$ cat config.mk
export PLATFORM = sky130hd
export DESIGN_NAME = stopwatch_counter_flat
export DESIGN_NICKNAME = d
export VERILOG_FILES = /design/src/rtl/stopwatch_pkg.sv /design/src/rtl/stopwatch_counter_if.sv /design/src/rtl/stopwatch_counter_wrap.sv /design/src/rtl/stopwatch_counter.sv /design/src/flat_wrapper.sv
export SDC_FILE = /design/constraint.sdc
export NUM_CORES = 1
export LEC_CHECK = 0
export BUFFER_PORTS_ARGS = -buffer_cell sky130_fd_sc_hd__buf_2
export CAP_MARGIN = 20
export CORE_MARGIN = 5
export CORE_UTILIZATION = 37
export CTS_CLUSTER_SIZE = 30
export DETAILED_ROUTE_END_ITERATION = 12
export GPL_ROUTABILITY_DRIVEN = 0
export MAX_ROUTING_LAYER = met4
export REMOVE_ABC_BUFFERS = 1
export SETUP_SLACK_MARGIN = 0.2
export SYNTH_ARGS = -nofsm -noshare
export SYNTH_HDL_FRONTEND = slang
export SYNTH_SLANG_ARGS = --single-unit
$ cat constraint.sdc
create_clock -name clk -period 1.9 [get_ports clk]
set_clock_uncertainty 0.1 [all_clocks]
set_input_delay 0.19 -clock clk [delete_from_list [all_inputs] [get_ports clk]]
set_output_delay 0.19 -clock clk [all_outputs]
set_load 0.05 [all_outputs]
$ cat src/rtl/stopwatch_pkg.sv
// Shared definitions for the stopwatch datapath and display stage:
// bus width, wrap limits and run-state encoding.
package stopwatch_pkg;

    localparam int unsigned SW_CNT_W   = 6;
    localparam int unsigned SW_MAX_SEC = 59;
    localparam int unsigned SW_MAX_MIN = 59;

    typedef enum logic {
        ST_RUN    = 1'b0,
        ST_PAUSED = 1'b1
    } sw_state_t;

endpackage

$ cat src/rtl/stopwatch_counter_if.sv
// Control pulses/levels into the stopwatch core and the time/status buses out of it.
interface stopwatch_counter_if
    import stopwatch_pkg::*;
#(
    parameter int unsigned CNT_W = SW_CNT_W
) ();

    logic             tick_1hz;
    logic             tick_2hz;
    logic             pause_pulse;
    logic             clear_pulse;
    logic             adj;
    logic             sel;
    logic [CNT_W-1:0] min;
    logic [CNT_W-1:0] sec;
    logic             running;
    logic             rollover;

    modport master (
        output tick_1hz, tick_2hz, pause_pulse, clear_pulse, adj, sel,
        input  min, sec, running, rollover
    );

    modport slave (
        input  tick_1hz, tick_2hz, pause_pulse, clear_pulse, adj, sel,
        output min, sec, running, rollover
    );

endinterface

$ cat src/rtl/stopwatch_counter_wrap.sv
// Modulo (max+1) up-counter with synchronous clear; wrap is an explicit compare to max.
module wrap_counter #(
    parameter int unsigned W = 6
) (
    input  logic         clk,
    input  logic         rst_n,
    input  logic         clr,
    input  logic         inc,
    input  logic [W-1:0] max,
    output logic [W-1:0] value,
    output logic         at_max
);

    logic [W-1:0] r_value;
    logic         w_at_max;

    assign w_at_max = (r_value == max);

    always_ff @(posedge clk or negedge rst_n) begin
        if (!rst_n) begin
            r_value <= '0;
        end else if (clr) begin
            r_value <= '0;
        end else if (inc) begin
            r_value <= w_at_max ? '0 : r_value + 1'b1;
        end
    end

    assign value  = r_value;
    assign at_max = w_at_max;

endmodule

$ cat src/rtl/stopwatch_counter.sv
// Stopwatch timekeeping core: RUN/PAUSED FSM, clear/adjust/count priority mux,
// seconds and minutes wrap counters and the rollover pulse.
module stopwatch_counter
    import stopwatch_pkg::*;
#(
    parameter int unsigned CNT_W   = SW_CNT_W,
    parameter int unsigned MAX_SEC = SW_MAX_SEC,
    parameter int unsigned MAX_MIN = SW_MAX_MIN
) (
    input  logic                clk,
    input  logic                rst_n,
    stopwatch_counter_if.slave  bus
);

    sw_state_t        r_state;
    sw_state_t        w_state_nxt;
    logic             r_rollover;

    logic             w_count;
    logic             w_clr;
    logic             w_sec_inc;
    logic             w_min_inc;
    logic [CNT_W-1:0] w_sec;
    logic [CNT_W-1:0] w_min;
    logic             w_sec_at_max;
    logic             w_min_at_max;

    always_ff @(posedge clk or negedge rst_n) begin
        if (!rst_n) begin
            r_state <= ST_RUN;
        end else begin
            r_state <= w_state_nxt;
        end
    end

    always_comb begin
        w_state_nxt = r_state;
        if (bus.pause_pulse) begin
            w_state_nxt = (r_state == ST_RUN) ? ST_PAUSED : ST_RUN;
        end
    end

    // Count qualification uses the pre-toggle state, so a pause landing with a tick still counts it.
    always_comb begin
        w_clr     = bus.clear_pulse;
        w_count   = !bus.adj && (r_state == ST_RUN) && bus.tick_1hz;
        w_sec_inc = 1'b0;
        w_min_inc = 1'b0;
        if (bus.adj) begin
            w_sec_inc = bus.tick_2hz && bus.sel;
            w_min_inc = bus.tick_2hz && !bus.sel;
        end else begin
            w_sec_inc = w_count;
            w_min_inc = w_count && w_sec_at_max;
        end
    end

    wrap_counter #(.W(CNT_W)) u_sec (
        .clk    (clk),
        .rst_n  (rst_n),
        .clr    (w_clr),
        .inc    (w_sec_inc),
        .max    (CNT_W'(MAX_SEC)),
        .value  (w_sec),
        .at_max (w_sec_at_max)
    );

    wrap_counter #(.W(CNT_W)) u_min (
        .clk    (clk),
        .rst_n  (rst_n),
        .clr    (w_clr),
        .inc    (w_min_inc),
        .max    (CNT_W'(MAX_MIN)),
        .value  (w_min),
        .at_max (w_min_at_max)
    );

    always_ff @(posedge clk or negedge rst_n) begin
        if (!rst_n) begin
            r_rollover <= 1'b0;
        end else begin
            r_rollover <= !w_clr && w_count && w_sec_at_max && w_min_at_max;
        end
    end

    assign bus.min      = w_min;
    assign bus.sec      = w_sec;
    assign bus.running  = (r_state == ST_RUN);
    assign bus.rollover = r_rollover;

endmodule
$ cat src/flat_wrapper.sv
// flat-port wrapper written by rule: the top's interface ports become plain ports
module stopwatch_counter_flat import stopwatch_pkg::*;
#(
    parameter int unsigned CNT_W   = SW_CNT_W,
    parameter int unsigned MAX_SEC = SW_MAX_SEC,
    parameter int unsigned MAX_MIN = SW_MAX_MIN
)
  (clk, rst_n, bus_tick_1hz, bus_tick_2hz, bus_pause_pulse, bus_clear_pulse, bus_adj, bus_sel, bus_min, bus_sec, bus_running, bus_rollover);
  stopwatch_counter_if #(.CNT_W(CNT_W)) bus_i ();
  input  logic clk;
  input  logic rst_n;
  input wire logic [$bits(bus_i.tick_1hz)-1:0] bus_tick_1hz;
  input wire logic [$bits(bus_i.tick_2hz)-1:0] bus_tick_2hz;
  input wire logic [$bits(bus_i.pause_pulse)-1:0] bus_pause_pulse;
  input wire logic [$bits(bus_i.clear_pulse)-1:0] bus_clear_pulse;
  input wire logic [$bits(bus_i.adj)-1:0] bus_adj;
  input wire logic [$bits(bus_i.sel)-1:0] bus_sel;
  output wire logic [$bits(bus_i.min)-1:0] bus_min;
  output wire logic [$bits(bus_i.sec)-1:0] bus_sec;
  output wire logic [$bits(bus_i.running)-1:0] bus_running;
  output wire logic [$bits(bus_i.rollover)-1:0] bus_rollover;
  assign bus_i.tick_1hz = bus_tick_1hz;
  assign bus_i.tick_2hz = bus_tick_2hz;
  assign bus_i.pause_pulse = bus_pause_pulse;
  assign bus_i.clear_pulse = bus_clear_pulse;
  assign bus_i.adj = bus_adj;
  assign bus_i.sel = bus_sel;
  assign bus_min = bus_i.min;
  assign bus_sec = bus_i.sec;
  assign bus_running = bus_i.running;
  assign bus_rollover = bus_i.rollover;
  stopwatch_counter #(.CNT_W(CNT_W), .MAX_SEC(MAX_SEC), .MAX_MIN(MAX_MIN)) u_core (.clk(clk), .rst_n(rst_n), .bus(bus_i));
endmodule
==> results.py <==
metrics = {
    "place": {
        "placed_cells": 127,
        "dp_hpwl_mm": 1.30,
        "placement.io_buffers": 21,
    },
    "pwr": {
        "power_switching_mw": 0.408,
        "p_clk_share_pct": 21.5,
        "seqPwrFrac_pct": 39.1,
        "proportion_of_power_drawn_by_combinational_gates_pct": 39.4,
        "power_density_nw_per_um2": 916,
        "leakage_nw": 0.532,
        "internal-power_mw": 0.596,
        "power.ir.vdd_worst_uv": 637,
        "netSwitchingFraction_pct": 40.7,
    },
    "timing": {
        "setup_viol": 0,
        "transition_time_at_the_pin_with_the_least_slew_margin_ns": 0.360,
        "setup_repair_after_global_routing_missed_its_margin": "yes",
        "hold_viol_final": 0,
        "fin_crit_sh_pct": 87.2,
        "slew-limit-headroom_pct": 75.9,
        "max_freq_mhz": 604,
        "final.setup.tns_ns": 0,
        "final_max_slew_viol_count": 0,
        "post-route-min-period_ns": 1.66,
    },
    "setup_path": {
        "worst-setup-path-type": "register to register",
        "cp.buffers_inverters": 1,
        "critical_path.max_fanout": 4,
        "worstPathCellList": "ha_4 > and4b_2 > a211oi_4 > buf_4 > a22oi_2 > o31ai_1",
        "worst_ep_arrival_time_ns": 1.75,
        "startpoint_type_of_the_worst_setup_path": "register",
        "worst_path_largest_cell_delay_ns": 0.42,
        "critical_path.endpoint_type": "register",
        "critical_path.slowest_cell": "sky130_fd_sc_hd__dfrtp_1",
        "required_ns": 2.00,
        "ff2ff_setup_slack_ns": 0.24,
        "critical-path-top-delay-family": "compound AO/OA/AOI/OAI gates",
    },
    "layout": {
        "nets": 125,
        "n_fill_cell": 197,
        "final_core_utilization_pct": 54.8,
        "multiInputGateArea_um2": 472,
        "diodes": 0,
        "layout-drive-gt1-share_pct": 40.4,
        "register_area_um2": 352,
        "synthToLayoutAreaGrowth_pct": 38.8,
        "finalNonFillerCells": 141,
    },
    "synthesis": {
        "synth_enable_flop_cells": 0,
        "cell_types_occupying_the_most_area_after_synthesis": "sky130_fd_sc_hd__dfrtp_1 44%, sky130_fd_sc_hd__o21ai_0 4.4%, sky130_fd_sc_hd__nand2_1 4.3%",
        "netlist.area_leader.share_pct": 44.4,
        "synth.yosys.seq_area_share_pct": 44.4,
        "postSynthAreaPerCell_um2": 9.87,
        "netlist_instances": 80,
        "async_reset_ff_share_pct": 100,
        "synth.ff_latch_count": 14,
        "main_synth_ff_type": "sky130_fd_sc_hd__dfrtp_1",
        "synth_largest_area_cell": "sky130_fd_sc_hd__dfrtp_1",
        "cell_variety_after_synth": 33,
        "post_synth_instance_area_um2": 790,
        "synth-warning-count": 0,
    },
    "global_route": {
        "globalRoute.totalOverflow": 0,
        "via_count_of_the_first_global_routing_pass": 747,
        "maximum_number_of_pins_on_one_net_before_global_route_repair": 15,
        "grt_pass1_wl_mm": 3.11,
        "antenna_found_initial": 0,
        "grt_util_all_layers_pct": 13.1,
    },
    "routing": {
        "num_vias": 750,
        "drc": 0,
        "first_iter_violations": 8,
        "dr.pass1.iters": 4,
        "routed_wl_mm": 1.96,
        "wl_per_cell_um": 13.9,
        "antenna_left": 0,
        "detail_route.vias_per_cell": 5.32,
    },
    "floorplan": {
        "core_area_um2": 2000,
        "start_util_pct": 39.4,
        "die_width_um": 56.2,
        "die_h_um": 56.2,
        "fp.dieArea_um2": 3160,
        "num_rows": 16,
        "floorplan.io_pins": 22,
    },
    "clock_tree": {
        "clock_latency_ns": 0.29,
        "cts-root-buf": "sky130_fd_sc_hd__clkbuf_4",
        "cts-root-to-sink-buffers": 2,
        "cts_tree": "yes",
        "tritoncts.num_buffers": 3,
        "cts.sinks": 14,
        "cts.clk_slew.worst_paths_ns": 0.08,
        "cts_max_level": 1,
    },
    "min_path": {
        "hp-class": "primary input to register",
    },
    "run_status": {
        "status": "complete, no violations",
    },
    "run": {
        "max_cap_violations": 0,
    },
}
==> power by group through the flow <==
| stage | Combinational (mW) | Clock [mW] | Sequential [mW] |
|---|---|---|---|
| 5_1_grt | 0.427 | 0.250 | 0.399 |
| 3_5_place_dp | 0.316 | 0 | 0.394 |
| 4_1_cts | 0.349 | 0.232 | 0.384 |
| 2_1_floorplan | 0.130 | 0 | 0.489 |
| 6_report | 0.396 | 0.216 | 0.392 |
| 3_3_place_gp | 0.311 | 0 | 0.390 |
==> area by class of cell <==
class,count,share of cell area (%)
clock buffer,4,3.31
inverter,1,0.342
multi-input combinational,63,43.0
sequential,14,32.1
tap,27,3.08
timing repair buffer,32,18.2
==> flip-flops by register name, indices dropped and copies added (netlist names) <==
register             flops
u_core.u_min.value       6
u_core.u_sec.value       6
u_core.bus.rollover      1
u_core.r_state           1
==> per-layer routing <==
layer	GRT usage, %	vias up	share of wire, %
met5	-	-	0
met4	6.44	0	2.0
met3	5.57	7	5.9
met2	22.4	22	52
met1	12.7	357	40
li1	-	364	-
==> final timing paths <==
check                                                        from                                 to  cells past startpoint
worst min register to register  u_core.u_min.value[1]$_DFFE_PN0P_  u_core.u_min.value[1]$_DFFE_PN0P_                      2
max in group asynchronous                                   rst_n         u_core.r_state$_DFFE_PN0P_                      2
worst max register to register  u_core.u_sec.value[0]$_DFFE_PN0P_  u_core.u_min.value[4]$_DFFE_PN0P_                      6
min in group asynchronous                                   rst_n  u_core.u_min.value[0]$_DFFE_PN0P_                      2
worst max-delay path            u_core.u_sec.value[0]$_DFFE_PN0P_  u_core.u_min.value[4]$_DFFE_PN0P_                      6
worst min-delay path                                 bus_tick_1hz      u_core.bus.rollover$_DFF_PN0_                      3
==> cell families (layout without fill, tap and decap cells) <==
| family | count (synthesis) | count (layout) | share of synthesized area, % |
|---|---|---|---|
| flip-flops | 14 | 14 | 44.4 |
| AO/OA/AOI/OAI | 21 | 21 | 19.7 |
| adder cells (fa/ha/maj) | 2 | 2 | 3.17 |
| AND/OR/NAND/NOR | 38 | 38 | 28.8 |
| XOR/XNOR | 2 | 2 | 2.22 |
| buffers and inverters | 3 | 37 | 1.74 |
==> metrics by stage <==
step                setup slack, ns  power, mW  cell area, µm²  hold WS (ns)
detailed placement            0.122      0.710             926       0.00869
floorplan                   -0.0594      0.619             779        -0.206
CTS                           0.214      0.964            1030        0.0147
global route                  0.174       1.08            1100        0.0619
global placement              0.126      0.701             926       0.00505
finish                        0.244       1.00            1100        0.0486
==> cells in the mapped netlist (2+ instances only) <==
cell,count
sky130_fd_sc_hd__a21oi_1,2
sky130_fd_sc_hd__a22oi_1,2
sky130_fd_sc_hd__and2_1,2
sky130_fd_sc_hd__and3_1,3
sky130_fd_sc_hd__buf_2,2
sky130_fd_sc_hd__dfrtp_1,14
sky130_fd_sc_hd__ha_1,2
sky130_fd_sc_hd__nand2_1,9
sky130_fd_sc_hd__nand2b_1,4
sky130_fd_sc_hd__nand3_1,3
sky130_fd_sc_hd__nor2_1,4
sky130_fd_sc_hd__nor3_1,2
sky130_fd_sc_hd__o21ai_0,7
sky130_fd_sc_hd__o31ai_1,4
sky130_fd_sc_hd__xor2_1,2
==> repair_timing <==
| item | CTS | global route |
|---|---|---|
| setup buffers | 4 | 3 |
| pin swaps | 1 | 4 |
| gates resized for setup | 3 | 10 |
| hold buffers | 3 | 0 |
| endpoints found under the setup margin | 10 | 7 |
| hold endpoints to repair | 16 | 0 |
==> cells in the final DEF (no fill, tap or decap), types with 2 or more instances in the layout <==
master / instances
sky130_fd_sc_hd__nand2_1: 9
sky130_fd_sc_hd__and2_1: 2
sky130_fd_sc_hd__a22oi_2: 2
sky130_fd_sc_hd__buf_4: 7
sky130_fd_sc_hd__and3_1: 3
sky130_fd_sc_hd__buf_2: 21
sky130_fd_sc_hd__dfrtp_1: 13
sky130_fd_sc_hd__clkbuf_4: 3
sky130_fd_sc_hd__nand2b_1: 4
sky130_fd_sc_hd__nor2_1: 4
sky130_fd_sc_hd__xor2_1: 2
sky130_fd_sc_hd__o31ai_1: 4
sky130_fd_sc_hd__a21oi_1: 2
sky130_fd_sc_hd__nand3_1: 3
sky130_fd_sc_hd__dlygate4sd3_1: 3
sky130_fd_sc_hd__o21ai_0: 6
==> worst reg2reg max path, delay by kind of cell, from the launching register on <==
kind / cells / cell delay, ns
AO/OA/AOI/OAI: 3 / 0.44
adder cells (fa/ha/maj): 1 / 0.18
buffers and inverters: 1 / 0.18
flip-flops: 1 / 0.42
AND/OR/NAND/NOR: 1 / 0.25
Power figures use the tool's default switching activity.
